File: src/rtl/m_if_fetch.sv
// Instruction-fetch front end: fetch PC, single-outstanding imem read, prefetch FIFO
// of {ir, pc} entries presented to ID over valid/ready; redirects flush and refetch.
module m_if_fetch #(
  parameter int unsigned DEPTH    = 2,
  parameter logic [31:0] RESET_PC = 32'h0
) (
  input  logic        w_clk,
  input  logic        w_rst,
  output logic        w_imem_req,
  output logic [31:0] w_imem_adr,
  input  logic [31:0] w_imem_rdata,
  input  logic        w_redirect,
  input  logic [31:0] w_redirect_pc,
  output logic        w_id_valid,
  input  logic        w_id_ready,
  output logic [31:0] w_id_ir,
  output logic [31:0] w_id_pc,
  output logic [31:0] w_id_npc
);

  localparam int unsigned AW = (DEPTH > 1) ? $clog2(DEPTH) : 1;

  logic [31:0]   r_fpc;
  logic          r_inflight;
  logic [31:0]   r_inflight_pc;
  logic [AW:0]   r_count;
  logic [AW-1:0] r_rd_ptr;
  logic [AW-1:0] r_wr_ptr;
  logic [31:0]   fifo_ir [DEPTH];
  logic [31:0]   fifo_pc [DEPTH];

  logic          pop;
  logic          push;
  logic          issue;
  logic [AW+1:0] occupancy;
  logic [31:0]   redirect_adr;

  always_comb begin
    redirect_adr = w_redirect_pc & 32'hFFFF_FFFC;
    w_id_valid   = !w_rst && (r_count != '0);
    pop          = w_id_valid && w_id_ready;
    // Slots already committed (buffered + in flight) minus the one leaving this cycle.
    occupancy    = (AW+2)'(r_count) + (AW+2)'(r_inflight) - (AW+2)'(pop);
    issue        = !w_rst && (w_redirect || (occupancy < (AW+2)'(DEPTH)));
    push         = r_inflight && !w_redirect;
    w_imem_req   = issue;
    w_imem_adr   = '0;
    if (!w_rst) begin
      w_imem_adr = w_redirect ? redirect_adr : r_fpc;
    end
    w_id_ir  = '0;
    w_id_pc  = '0;
    w_id_npc = '0;
    if (w_id_valid) begin
      w_id_ir  = fifo_ir[r_rd_ptr];
      w_id_pc  = fifo_pc[r_rd_ptr];
      w_id_npc = fifo_pc[r_rd_ptr] + 32'd4;
    end
  end

  always_ff @(posedge w_clk) begin
    if (w_rst) begin
      r_fpc         <= RESET_PC & 32'hFFFF_FFFC;
      r_inflight    <= 1'b0;
      r_inflight_pc <= '0;
      r_count       <= '0;
      r_rd_ptr      <= '0;
      r_wr_ptr      <= '0;
    end else if (w_redirect) begin
      // Flush drops any response landing this cycle; the target read is tagged here.
      r_fpc         <= redirect_adr + 32'd4;
      r_inflight    <= 1'b1;
      r_inflight_pc <= redirect_adr;
      r_count       <= '0;
      r_rd_ptr      <= '0;
      r_wr_ptr      <= '0;
    end else begin
      r_inflight <= issue;
      if (issue) begin
        r_fpc         <= r_fpc + 32'd4;
        r_inflight_pc <= r_fpc;
      end
      if (push) begin
        r_wr_ptr <= r_wr_ptr + 1'b1;
      end
      if (pop) begin
        r_rd_ptr <= r_rd_ptr + 1'b1;
      end
      r_count <= r_count + (AW+1)'(push) - (AW+1)'(pop);
    end
  end

  always_ff @(posedge w_clk) begin
    if (!w_rst && push) begin
      fifo_ir[r_wr_ptr] <= w_imem_rdata;
      fifo_pc[r_wr_ptr] <= r_inflight_pc;
    end
  end

endmodule

File: config.mk
export PLATFORM = sky130hd
export DESIGN_NAME = m_if_fetch
export DESIGN_NICKNAME = d
export VERILOG_FILES = /design/src/rtl/m_if_fetch.sv
export SDC_FILE = /design/constraint.sdc
export NUM_CORES = 1
export LEC_CHECK = 0
export ABC_AREA = 1
export CAP_MARGIN = 20
export CORE_MARGIN = 2
export CORE_UTILIZATION = 53
export DETAILED_ROUTE_END_ITERATION = 7
export HOLD_SLACK_MARGIN = 0.06
export PLACE_DENSITY_LB_ADDON = 0.3
export SYNTH_ARGS = -nofsm -noshare
export SYNTH_HDL_FRONTEND = slang
export SYNTH_SLANG_ARGS = --single-unit
export TNS_END_PERCENT = 1
File: constraint.sdc
create_clock -name w_clk -period 9.1 [get_ports w_clk]
set_input_delay 2.73 -clock w_clk [delete_from_list [all_inputs] [get_ports w_clk]]
set_output_delay 2.73 -clock w_clk [all_outputs]
set_load 0.02 [all_outputs]
==> run_results.csv <==
group,metric,value,unit
critical_path,critPathKind,"in -> out",
cts,postCtsResizedCells,0,
yosys,syn_inst,1231,
timing,worst_pin_slew,0.980,ns
yosys,synth-edff-count,124,
grt,grt_usage,23.9,%
grt,grt_overflow,0,
critical_path,cp.required,6.37,ns
cts,cts_setup_buffers,0,
placement,placed_cells_incl_taps,1615,
final_layout,drive_above_1_share,10.9,%
final_layout,antenna_cells,0,
yosys,ys_ff_latch,190,
min_path,min_from,"r_inflight_pc[20]$_SDFFE_PP0P_",
detailed_routing,dr.pass1.iters,6,
grt,grt_pass1_wl,38800,µm
yosys,netlist_area,10100,µm²
cts,path_clk_slew,0.07,ns
die,io_pins,198,
power,cellPowerDensity,156,nW/µm²
outcome,outcome,"completed",
final_layout,stdcell_count,1648,
critical_path,critPathLaunchType,"input pin",
timing,relSlewSlack,34.6,%
detailed_routing,wire_per_inst,14.4,µm
critical_path,arrival,5.62,ns
die,rows,50,
timing,rsz0062_at_grt,"false",
final_layout,n_fill_cell,1512,
cts,clkSinkCount,190,
cts,cts_root_buf,"clkbuf_16",
final_layout,syn_to_final_growth,25.2,%
grt,grt_pass1_vias,8175,
critical_path,worstSetupEndpointType,"output port",
timing,max_freq,120,MHz
final_layout,layout_commonest_cell,"nand2_1",
die,die_height,142,µm
detailed_routing,vias_per_cell,5.10,
final_layout,nets,1473,
critical_path,setup.worst_path.start,"w_id_ready",
placement,globalplace.congestion,0.890,
cts,cts_tree,"yes",
timing,setup_viol_count_final,0,
yosys,ys_seq_area_share,49.8,%
timing,min_period,8.35,ns
timing,fin_ws,0.746,ns
detailed_routing,ant_nets,0,
timing,setup_tns,0,ns
cts,clkLatencyLatePin,0.43,ns
critical_path,r2r-start,"r_count[1]$_SDFF_PP0_",
grt,grt_max_degree,66,
die,core,18700,µm²
yosys,ys_async_sr_fraction,0,%
final_layout,mostFrequentLayoutCells,"nand2_1 (295), nor2_1 (213), clkdlybuf4s50_1 (188)",
placement,dp_slack,0.764,ns
detailed_routing,drc,0,
min_path,hold_path.class,"reg -> reg",
cts,cts_buffer_depth,2,
cts,h-tree-depth,4,
detailed_routing,finalWirelength,23700,µm
die,die_w,142,µm
cts,cts_made_buffers,17,
timing,finClkSkew,0.0103,ns
grt,antenna_found_initial,0,
placement,hpwlAfterDp,17000,µm
placement,portBuffers,189,
timing,period_share,91.8,%
cts,holdBufCountCts,0,
yosys,synth_top_flop_cell,"edfxtp_1",
critical_path,worstPathMaxFanout,22,
yosys,yosysWarningCount,0,
timing,finalHoldViolations,0,
timing,report.final.slew_viol_count,0,
power,p_leak,5.34,nW
die,die-area,20200,µm²
final_layout,postLayoutCoreUtil,67.8,%
run,drv_cap,0,
die,initial_core_util,54.2,%
detailed_routing,vias,8404,
detailed_routing,drt_iter0_markers,546,
yosys,ys_types,49,
yosys,avgSynthCellArea,8.23,µm²
power,peakVddDrop,160,µV
==> metal layers <==
layer	vias up	GRT usage (%)	share of wire, %
met1	3790	31.3	44
met5	-	0	0
li1	4252	-	-
met3	38	4.54	7.2
met2	324	40.4	46
met4	0	7.61	1.9
==> cell families (layout without fill, tap and decap cells) <==
| group | after synthesis | count (layout) | share of synthesized area, % |
|---|---|---|---|
| AO/OA/AOI/OAI | 134 | 134 | 8.80 |
| XOR/XNOR | 17 | 17 | 1.47 |
| adder cells (fa/ha/maj) | 4 | 4 | 0.568 |
| buffers and inverters | 233 | 411 | 10.3 |
| flip-flops | 190 | 190 | 49.8 |
| multiplexers | 33 | 33 | 3.65 |
| other | 1 | 6 | 0.0370 |
| AND/OR/NAND/NOR | 619 | 619 | 25.4 |
==> report_power, final <==
| part | total (mW) | switching [mW] | internal (mW) |
|---|---|---|---|
| sequential | 0.983 | 0.0227 | 0.961 |
| clock | 0.728 | 0.358 | 0.371 |
| combinational | 0.265 | 0.160 | 0.105 |
==> final timing paths <==
kind	to	slack (ns)	cells after the start
setup reg to reg	r_fpc[22]$_SDFFE_PP0P_	5.53	16
hold / removal	fifo_pc[0][20]$_DFFE_PP_	0.46	0
hold reg to reg	fifo_pc[0][20]$_DFFE_PP_	0.46	0
setup / recovery	w_imem_req	0.75	13
==> Yosys cell counts (10+ instances only) <==
cell,number,area share (%)
xor2_1,16,1.4
nand4_1,10,0.62
nand2_1,295,11
o21ai_1,11,0.54
edfxtp_1,124,37
nor2_1,214,7.9
mux2_2,32,3.6
nor3_1,11,0.54
dfxtp_1,66,13
clkbuf_1,22,0.81
nand2_2,21,1.3
inv_1,172,6.4
nand3_1,35,1.7
a211oi_1,13,0.96
o21ai_0,40,2.0
nor2_2,15,0.93
a21oi_1,30,1.5
==> critical path, cell delays in order <==
cell and delay, ns:
clkdlybuf4s50_1 0.47, nand2_1 0.11, inv_1 0.09, nand2_1 0.08, a21oi_1 0.16, fa_1 0.44
a21oi_1 0.16, nand2_1 0.07, nand2_1 0.06, buf_4 0.24, nand2_1 0.25, inv_1 0.13
clkdlybuf4s50_1 0.62
==> layout make-up <==
type / instances / area, µm² / share of cell area [%]
clock buffer: 17 / 425 / 3.35
clock inverter: 15 / 163 / 1.28
inverter: 179 / 677 / 5.34
multi-input combinational: 813 / 4090 / 32.2
sequential: 190 / 5050 / 39.8
tap: 234 / 293 / 2.31
timing repair buffer: 200 / 1990 / 15.7
==> registers in the layout (all words and copies together) (netlist names), named ones only <==
| register | flops |
|---|---|
| r_inflight_pc | 30 |
| r_fpc | 30 |
| fifo_pc | 60 |
| r_count | 2 |
| r_wr_ptr | 1 |
| r_rd_ptr | 1 |
| fifo_ir | 64 |
| r_inflight | 1 |
==> through the flow <==
step	hold slack (ns)	area [µm²]	power, mW
after global routing	0.492	12700	2.06
after detailed placement	0.447	12100	1.26
after CTS	0.463	12700	1.99
after global placement	0.434	12100	1.26
final	0.459	12700	1.98
after floorplan	0.420	10200	1.16
(Power assumes the default switching activity.)
